**src/rtl/pusch_top.sv**
```systemverilog
// Simplified NR PUSCH transmit chain: serial TB capture, CRC16 attach, circular rate matching,
// Gold scrambling and QPSK/16QAM mapping to signed I/Q samples.
// Latency: one symbol per clk/16 tick, registered 1 clk after the tick; 1600-clk Gold warm-up per TB.
// Backpressure: none; the downstream must accept a symbol on every tick while Data_valid is high.
//
// Ports:
//   clk, reset (async, clears everything), reset_fft (async, output regs only),
//   reset_div (async, tick divider only)
//   enable / Data_in      : serial transport-block bits, sampled on tick
//   rv_number, available_coded_bits, modulation_order : rate-matching / modulation controls
//   N_Rapid, N_Rnti, N_cell_ID, Config : scrambler initialisation
//   base_graph, process_number, N_slot_frame .. Sym_End_REM : latched, no datapath effect
//   Data_r, Data_i, Data_valid : mapped I/Q symbol and its qualifier
module pusch_top #(
   parameter int WIDTH_IFFT = 26,
   parameter int MAX_TB     = 64
) (
   input  logic                         clk,
   input  logic                         reset,
   input  logic                         reset_fft,
   input  logic                         reset_div,
   input  logic                         enable,
   input  logic                         Data_in,
   input  logic [1:0]                   base_graph,
   input  logic [1:0]                   rv_number,
   input  logic [3:0]                   process_number,
   input  logic [16:0]                  available_coded_bits,
   input  logic [2:0]                   modulation_order,
   input  logic [5:0]                   N_Rapid,
   input  logic [15:0]                  N_Rnti,
   input  logic [9:0]                   N_cell_ID,
   input  logic                         Config,
   input  logic [4:0]                   N_slot_frame,
   input  logic [6:0]                   N_rb,
   input  logic [1:0]                   En_hopping,
   input  logic [3:0]                   N_symbol,
   input  logic [10:0]                  N_sc_start,
   input  logic [3:0]                   Sym_Start_REM,
   input  logic [3:0]                   Sym_End_REM,
   output logic signed [WIDTH_IFFT-1:0] Data_r,
   output logic signed [WIDTH_IFFT-1:0] Data_i,
   output logic                         Data_valid
);

   localparam int BUF_W = MAX_TB + 16;
   localparam int IDX_W = $clog2(BUF_W + 1);
   localparam int RSV_W = 43;
   localparam int U_INT = 1 << (WIDTH_IFFT - 5);

   localparam logic signed [WIDTH_IFFT-1:0] AMP2 = WIDTH_IFFT'(2 * U_INT);
   localparam logic signed [WIDTH_IFFT-1:0] AMP4 = WIDTH_IFFT'(4 * U_INT);
   localparam logic signed [WIDTH_IFFT-1:0] AMP6 = WIDTH_IFFT'(6 * U_INT);
   localparam logic [10:0]      WARM_LAST = 11'd1599;
   localparam logic [IDX_W-1:0] MAX_CNT   = IDX_W'(MAX_TB);
   localparam logic [IDX_W-1:0] CRC_LEN   = IDX_W'(16);

   typedef enum logic [2:0] {
      ST_IDLE,
      ST_LOAD,
      ST_CRC,
      ST_WARM,
      ST_STREAM
   } state_t;

   state_t state, state_nx;

   // ---------------- clk/16 tick ----------------
   logic [3:0] div_cnt;
   logic       div_rst;
   logic       tick;

   assign div_rst = reset | reset_div;

   always_ff @(posedge clk or posedge div_rst) begin
      if (div_rst) div_cnt <= '0;
      else         div_cnt <= div_cnt + 4'd1;
   end

   assign tick = (div_cnt == 4'hF);

   // ---------------- datapath state ----------------
   logic [BUF_W-1:0] tb_buf;
   logic [IDX_W-1:0] cap_cnt;
   logic [IDX_W-1:0] n_len;
   logic [IDX_W-1:0] pos;
   logic [15:0]      crc;
   logic [15:0]      crc_rev;
   logic [30:0]      x1, x2;
   logic [30:0]      x1_nx, x2_nx;
   logic [30:0]      c_init;
   logic [10:0]      warm_cnt;
   logic [16:0]      bits_left;
   logic [16:0]      qm_len;
   logic             qm4;
   logic [RSV_W-1:0] cfg_rsv;
   logic [IDX_W+1:0] rv_prod;
   logic [IDX_W-1:0] k0;
   logic [IDX_W-1:0] idx [0:4];
   logic [IDX_W-1:0] pos_nx;
   logic [3:0]       bits_sc;
   logic signed [WIDTH_IFFT-1:0] mag_i, mag_q, sym_i, sym_q;
   logic             emit, fin, e_short;

   function automatic logic [15:0] crc_upd(input logic [15:0] c, input logic d);
      logic fb;
      fb = c[15] ^ d;
      return {c[14:0], 1'b0} ^ (fb ? 16'h1021 : 16'h0000);
   endfunction

   // Gold LFSRs hold 31 consecutive sequence values; bit 0 is the current one.
   function automatic logic [30:0] x1_step(input logic [30:0] s);
      return {s[3] ^ s[0], s[30:1]};
   endfunction

   function automatic logic [30:0] x2_step(input logic [30:0] s);
      return {s[3] ^ s[2] ^ s[1] ^ s[0], s[30:1]};
   endfunction

   function automatic logic [IDX_W-1:0] wrap_inc(input logic [IDX_W-1:0] p,
                                                 input logic [IDX_W-1:0] n);
      logic [IDX_W-1:0] q;
      q = p + IDX_W'(1);
      return (q == n) ? '0 : q;
   endfunction

   // Remainder goes out MSB first, so it lands in the buffer bit-reversed.
   always_comb begin
      crc_rev = '0;
      for (int i = 0; i < 16; i++) crc_rev[i] = crc[15-i];
   end

   assign c_init = Config ? {N_Rnti[14:0], N_Rapid, N_cell_ID}
                          : {N_Rnti, 5'b00000, N_cell_ID};

   assign rv_prod = (IDX_W+2)'(rv_number) * (IDX_W+2)'(n_len);
   assign k0      = IDX_W'(rv_prod >> 2);

   assign qm_len  = qm4 ? 17'd4 : 17'd2;
   assign e_short = available_coded_bits < ((modulation_order == 3'd4) ? 17'd4 : 17'd2);
   assign emit    = (state == ST_STREAM) && tick && (bits_left >= qm_len);
   assign fin     = (state == ST_STREAM) && tick && (bits_left <  qm_len);

   // Circular read positions for up to four bits of the current symbol.
   always_comb begin
      for (int k = 0; k < 5; k++) idx[k] = '0;
      bits_sc = '0;
      idx[0] = pos;
      for (int k = 1; k < 5; k++) idx[k] = wrap_inc(idx[k-1], n_len);
      for (int k = 0; k < 4; k++) bits_sc[k] = tb_buf[idx[k]] ^ x1[k] ^ x2[k];
      pos_nx = qm4 ? idx[4] : idx[2];
   end

   assign x1_nx = qm4 ? x1_step(x1_step(x1_step(x1_step(x1)))) : x1_step(x1_step(x1));
   assign x2_nx = qm4 ? x2_step(x2_step(x2_step(x2_step(x2)))) : x2_step(x2_step(x2));

   always_comb begin
      mag_i = AMP4;
      mag_q = AMP4;
      if (qm4) begin
         mag_i = bits_sc[2] ? AMP6 : AMP2;
         mag_q = bits_sc[3] ? AMP6 : AMP2;
      end
      sym_i = bits_sc[0] ? -mag_i : mag_i;
      sym_q = bits_sc[1] ? -mag_q : mag_q;
   end

   // ---------------- FSM ----------------
   always_ff @(posedge clk or posedge reset) begin
      if (reset) state <= ST_IDLE;
      else       state <= state_nx;
   end

   always_comb begin
      state_nx = state;
      case (state)
         ST_IDLE:   if (tick && enable) state_nx = ST_LOAD;
         ST_LOAD:   if (tick && !enable) state_nx = ST_CRC;
         ST_CRC:    state_nx = ST_WARM;
         ST_WARM:   if (warm_cnt == WARM_LAST) state_nx = e_short ? ST_IDLE : ST_STREAM;
         ST_STREAM: if (fin) state_nx = ST_IDLE;
         default:   state_nx = ST_IDLE;
      endcase
   end

   always_ff @(posedge clk or posedge reset) begin
      if (reset) begin
         tb_buf    <= '0;
         cap_cnt   <= '0;
         n_len     <= '0;
         pos       <= '0;
         crc       <= '0;
         x1        <= '0;
         x2        <= '0;
         warm_cnt  <= '0;
         bits_left <= '0;
         qm4       <= 1'b0;
         cfg_rsv   <= '0;
      end else begin
         case (state)
            ST_IDLE: begin
               if (tick && enable) begin
                  // Clearing the buffer here lets the CRC be OR-ed in above the data.
                  tb_buf  <= BUF_W'(Data_in);
                  cap_cnt <= IDX_W'(1);
                  crc     <= crc_upd(16'h0000, Data_in);
               end
            end
            ST_LOAD: begin
               if (tick && enable && (cap_cnt < MAX_CNT)) begin
                  tb_buf[cap_cnt] <= Data_in;
                  cap_cnt         <= cap_cnt + IDX_W'(1);
                  crc             <= crc_upd(crc, Data_in);
               end
            end
            ST_CRC: begin
               tb_buf   <= tb_buf | ({{MAX_TB{1'b0}}, crc_rev} << cap_cnt);
               n_len    <= cap_cnt + CRC_LEN;
               x1       <= 31'd1;
               x2       <= c_init;
               warm_cnt <= '0;
            end
            ST_WARM: begin
               x1       <= x1_step(x1);
               x2       <= x2_step(x2);
               warm_cnt <= warm_cnt + 11'd1;
               if (warm_cnt == WARM_LAST) begin
                  bits_left <= available_coded_bits;
                  qm4       <= (modulation_order == 3'd4);
                  pos       <= k0;
                  cfg_rsv   <= {base_graph, process_number, N_slot_frame, N_rb, En_hopping,
                                N_symbol, N_sc_start, Sym_Start_REM, Sym_End_REM};
               end
            end
            ST_STREAM: begin
               if (emit) begin
                  pos       <= pos_nx;
                  x1        <= x1_nx;
                  x2        <= x2_nx;
                  bits_left <= bits_left - qm_len;
               end
            end
            default: ;
         endcase
      end
   end

   // ---------------- output registers ----------------
   logic out_rst;
   assign out_rst = reset | reset_fft;

   always_ff @(posedge clk or posedge out_rst) begin
      if (out_rst) begin
         Data_r     <= '0;
         Data_i     <= '0;
         Data_valid <= 1'b0;
      end else if (emit) begin
         Data_r     <= sym_i;
         Data_i     <= sym_q;
         Data_valid <= 1'b1;
      end else if (fin) begin
         Data_r     <= '0;
         Data_i     <= '0;
         Data_valid <= 1'b0;
      end
   end

endmodule

```
**config.mk**
```make
export PLATFORM = sky130hd
export DESIGN_NAME = pusch_top
export DESIGN_NICKNAME = d
export VERILOG_FILES = /design/src/rtl/pusch_top.sv
export SDC_FILE = /design/constraint.sdc
export NUM_CORES = 1
export LEC_CHECK = 0
export BUFFER_PORTS_ARGS = -buffer_cell sky130_fd_sc_hd__buf_2
export CAP_MARGIN = 20
export CORE_ASPECT_RATIO = 1.75
export CORE_MARGIN = 5
export CORE_UTILIZATION = 63
export DETAILED_ROUTE_END_ITERATION = 10
export PLACE_DENSITY = 0.82
export SKIP_CTS_REPAIR_TIMING = 1
export SLEW_MARGIN = 20
export SYNTH_ARGS = -nofsm -noshare
export SYNTH_HDL_FRONTEND = slang
export SYNTH_SLANG_ARGS = --single-unit
```
**constraint.sdc**
```tcl
create_clock -name clk -period 21.1 [get_ports clk]
set_input_delay 5.275 -clock clk [delete_from_list [all_inputs] [get_ports clk]]
set_output_delay 5.275 -clock clk [all_outputs]
set_load 0.02 [all_outputs]
```
==> flow_summary.json <==
{
  "status": "completed",
  "rr_worst_depth": 35,
  "synth.largest_area_cell": "dfrtp_1",
  "tightest_slew_ns": 1.16,
  "swShare_pct": 53.0,
  "crit_arrival_ns": 11.58,
  "synth_xor_area_share_pct": 3.91,
  "avgSynthCellArea_um2": 8.04,
  "maxCapViolCount": 0,
  "ys_ff_latch": 221,
  "yosysUniqueCellTypes": 95,
  "routedWlPerCell_um": 25.9,
  "pwr-share-comb_pct": 59.8,
  "grt_pass1_wl_um": 108000,
  "ant_nets": 0,
  "synth_compound_area_share_pct": 24.5,
  "die_h_um": 241,
  "r2r_slack_ns": 9.92,
  "period_needed_ns": 11.18,
  "fp-row-count": 84,
  "yosysWarningCount": 0,
  "drtIter0Drc": 2310,
  "max_stage_delay_ns": 0.59,
  "final_hold_viol_count": 0,
  "tns_ns": 0,
  "synthMuxAreaShare_pct": 15.0,
  "core_mm2": 0.0301,
  "ys.flop_type": "dfrtp_1",
  "powerDensity_mw_per_mm2": 136,
  "hold_path_class": "flop to flop",
  "skew_ns": 0.0366,
  "dp_slack_ns": 10.14,
  "cts_buffers": 22,
  "post-dp-hpwl_um": 49300,
  "fmax_ghz": 0.0895,
  "antenna_found_initial": 1,
  "synth_edf_count": 0,
  "port_buffers": 69,
  "fin_ws_ns": 9.92,
  "ys_top_cells_by_area": "dfrtp_1 (29%), mux2i_1 (7.8%), nand2_1 (5.8%), a21oi_1 (5.5%), nor2_1 (5.3%)",
  "final-instance-count-excl-fill": 2710,
  "cts_buffer_depth": 3,
  "start_util_pct": 63.7,
  "pin_count": 157,
  "final_util_pct": 66.7,
  "synth_top_area_share_pct": 28.9,
  "crit_type": "flop to flop",
  "crit_start": "pos[1]$_DFFE_PP0P_",
  "fin_crit_sh_pct": 53.0,
  "htreeDepth": 1,
  "fin_nets": 2430,
  "netlist_instances": 2382,
  "synthToLayoutAreaGrowth_pct": 4.80,
  "power_leakage_nw": 8.56,
  "cp.required_ns": 21.50,
  "via_count": 19600,
  "clkTransAtPathRegs_ns": 0.07,
  "crit_end": "pos[1]$_DFFE_PP0P_",
  "timing.rr.end": "pos[1]$_DFFE_PP0P_",
  "synth_fa_ha_area_share_pct": 1.25,
  "rsz0062_at_grt": "no",
  "slowest_stage": "ha_1",
  "viasPerCell": 7.25,
  "p_sw_mw": 1.45,
  "maxSlewViolCount": 0,
  "fin_total_pwr_mw": 2.73,
  "die_w_um": 142,
  "n_antenna_cell": 0,
  "cts_root_buf": "clkbuf_16",
  "p_int_mw": 1.28,
  "r2r-start": "pos[1]$_DFFE_PP0P_",
  "routabilityCongestion": 1.11,
  "drtPass1Iterations": 6,
  "ys_seq_area_share_pct": 28.9,
  "dpl.cell_count": 2670,
  "critPathLaunchType": "flop",
  "synth-simple-area-share_pct": 19.7,
  "synth_top_family_by_area": "compound AO/OA/AOI/OAI gates",
  "route.detailed.drc": 0,
  "drive_gt1_share_pct": 11.9,
  "power_frac_clock_pct": 14.4,
  "async_flop_share_pct": 100,
  "slew_headroom_pct": 22.3,
  "cp_max_fo": 48,
  "vdd_ir_drop_max_mv": 0.107,
  "cts_tree": "done",
  "synth_area_mm2": 0.0191,
  "die-area_mm2": 0.0341,
  "clk-insertion-delay-late_ns": 0.54,
  "cts.sinks": 221,
  "grt_max_degree": 134,
  "seqPwrFrac_pct": 25.8,
  "grt_usage_pct": 40.4,
  "endpoint_kind": "flop",
  "setup_violations": 0,
  "drt_wl_total_um": 70200,
  "grt_pass1_vias": 19100,
  "gr-total-overflow": 0
}
==> flip-flops by register name, indices dropped and copies added (netlist names) <==
signal	count
tb_buf	80
Data_i	2
cap_cnt	7
bits_left	17
Data_r	3
warm_cnt	11
qm4	1
crc	16
Data_valid	1
state	3
x2	31
div_cnt	4
x1	31
pos	7
n_len	7
==> cells in the mapped netlist (20+ instances only) <==
cell      number
xnor2_1       46
o21ai_0      150
clkbuf_1     165
nor4_1        21
a211oi_1      26
nor2_1       268
dfrtp_1      221
nand2_1      297
o22ai_1       30
inv_1         28
a21oi_1      212
a221oi_1      49
nand3_1       70
nor3_1        41
a22oi_1       26
buf_4         50
a31oi_1       20
and2_1        27
mux2_2        56
xor2_1        24
mux4_2        33
mux2i_1      150
a22o_1        49
==> how the worst min path moves through the flow <==
| stage | startpoint | endpoint | slack [ns] | cells after the start |
|---|---|---|---|---|
| 2_1_floorplan | div_cnt[0]$_DFF_PP0_ | div_cnt[0]$_DFF_PP0_ | 0.42 | 1 |
| 3_3_place_gp | div_cnt[0]$_DFF_PP0_ | div_cnt[0]$_DFF_PP0_ | 0.43 | 1 |
| 3_5_place_dp | div_cnt[0]$_DFF_PP0_ | div_cnt[0]$_DFF_PP0_ | 0.44 | 1 |
| 4_1_cts | div_cnt[0]$_DFF_PP0_ | div_cnt[0]$_DFF_PP0_ | 0.45 | 1 |
| 5_1_grt | div_cnt[0]$_DFF_PP0_ | div_cnt[0]$_DFF_PP0_ | 0.49 | 1 |
| 6_report | div_cnt[0]$_DFF_PP0_ | div_cnt[0]$_DFF_PP0_ | 0.45 | 1 |
==> cell type report <==
cell class                      instances  area [µm²]
Clock buffer                           31         614
Clock inverter                          8        80.1
Fill cell                            2584       10000
Inverter                               33         131
Multi-Input combinational cell       1919       12600
Sequential cell                       221        5540
Tap cell                              387         484
Timing Repair Buffer                  111         666
==> critical path: cells and delay by family (launching register included) <==
family / cells / cell delay, ns
AND/OR/NAND/NOR: 10 / 2.88
XOR/XNOR: 5 / 1.50
adder cells (fa/ha/maj): 4 / 1.92
flip-flops: 1 / 0.32
buffers and inverters: 7 / 2.18
AO/OA/AOI/OAI: 9 / 2.19
==> layer usage <==
metal | vias up | routed length (µm) | GRT usage, %
li1 | 8551 | - | -
met1 | 9333 | 23100 | 45.7
met2 | 1324 | 33100 | 66.5
met3 | 433 | 6490 | 6.86
met4 | 2 | 7500 | 33.4
met5 | - | 13 | 0
==> per-stage QoR <==
| stage | hold WS, ns | cell area [µm²] |
|---|---|---|
| after global placement | 0.434 | 19300 |
| final | 0.454 | 20100 |
| after floorplan | 0.422 | 19300 |
| after CTS | 0.453 | 20000 |
| after detailed placement | 0.444 | 19300 |
| after global routing | 0.492 | 20100 |
==> power by group through the flow <==
stage / logic [mW] / registers (mW) / clock network (mW)
6_report: 1.63 / 0.705 / 0.392
5_1_grt: 1.74 / 0.719 / 0.409
4_1_cts: 1.58 / 0.696 / 0.394
3_5_place_dp: 1.57 / 0.703 / 0
3_3_place_gp: 1.54 / 0.697 / 0
2_1_floorplan: 1.19 / 0.614 / 0
==> layout by cell type (no fill, tap or decap), drive strengths merged, types with 15 or more instances in the layout <==
cell and instances:
a211oi 27, a21oi 213, a221oi 50, a222oi 17
a22o 49, a22oi 26, a31oi 21, and2 28
buf 111, clkbuf 31, conb 44, dfrtp 221
ha 16, inv 32, mux2 56, mux2i 150
mux4 33, nand2 298, nand2b 15, nand3 72
nor2 268, nor2b 16, nor3 43, nor4 21
o21ai 150, o22ai 30, or3 18, xnor2 46
xor2 24
==> cell families after synthesis <==
| family | Yosys count |
|---|---|
| mux | 239 |
| flops | 221 |
| other cells | 1 |
| buf+inv | 285 |
| simple gates | 835 |
| compound gates | 707 |
| fa+ha+maj | 18 |
| xor+xnor | 76 |
Note: power is estimated with default switching activity, not from simulation.
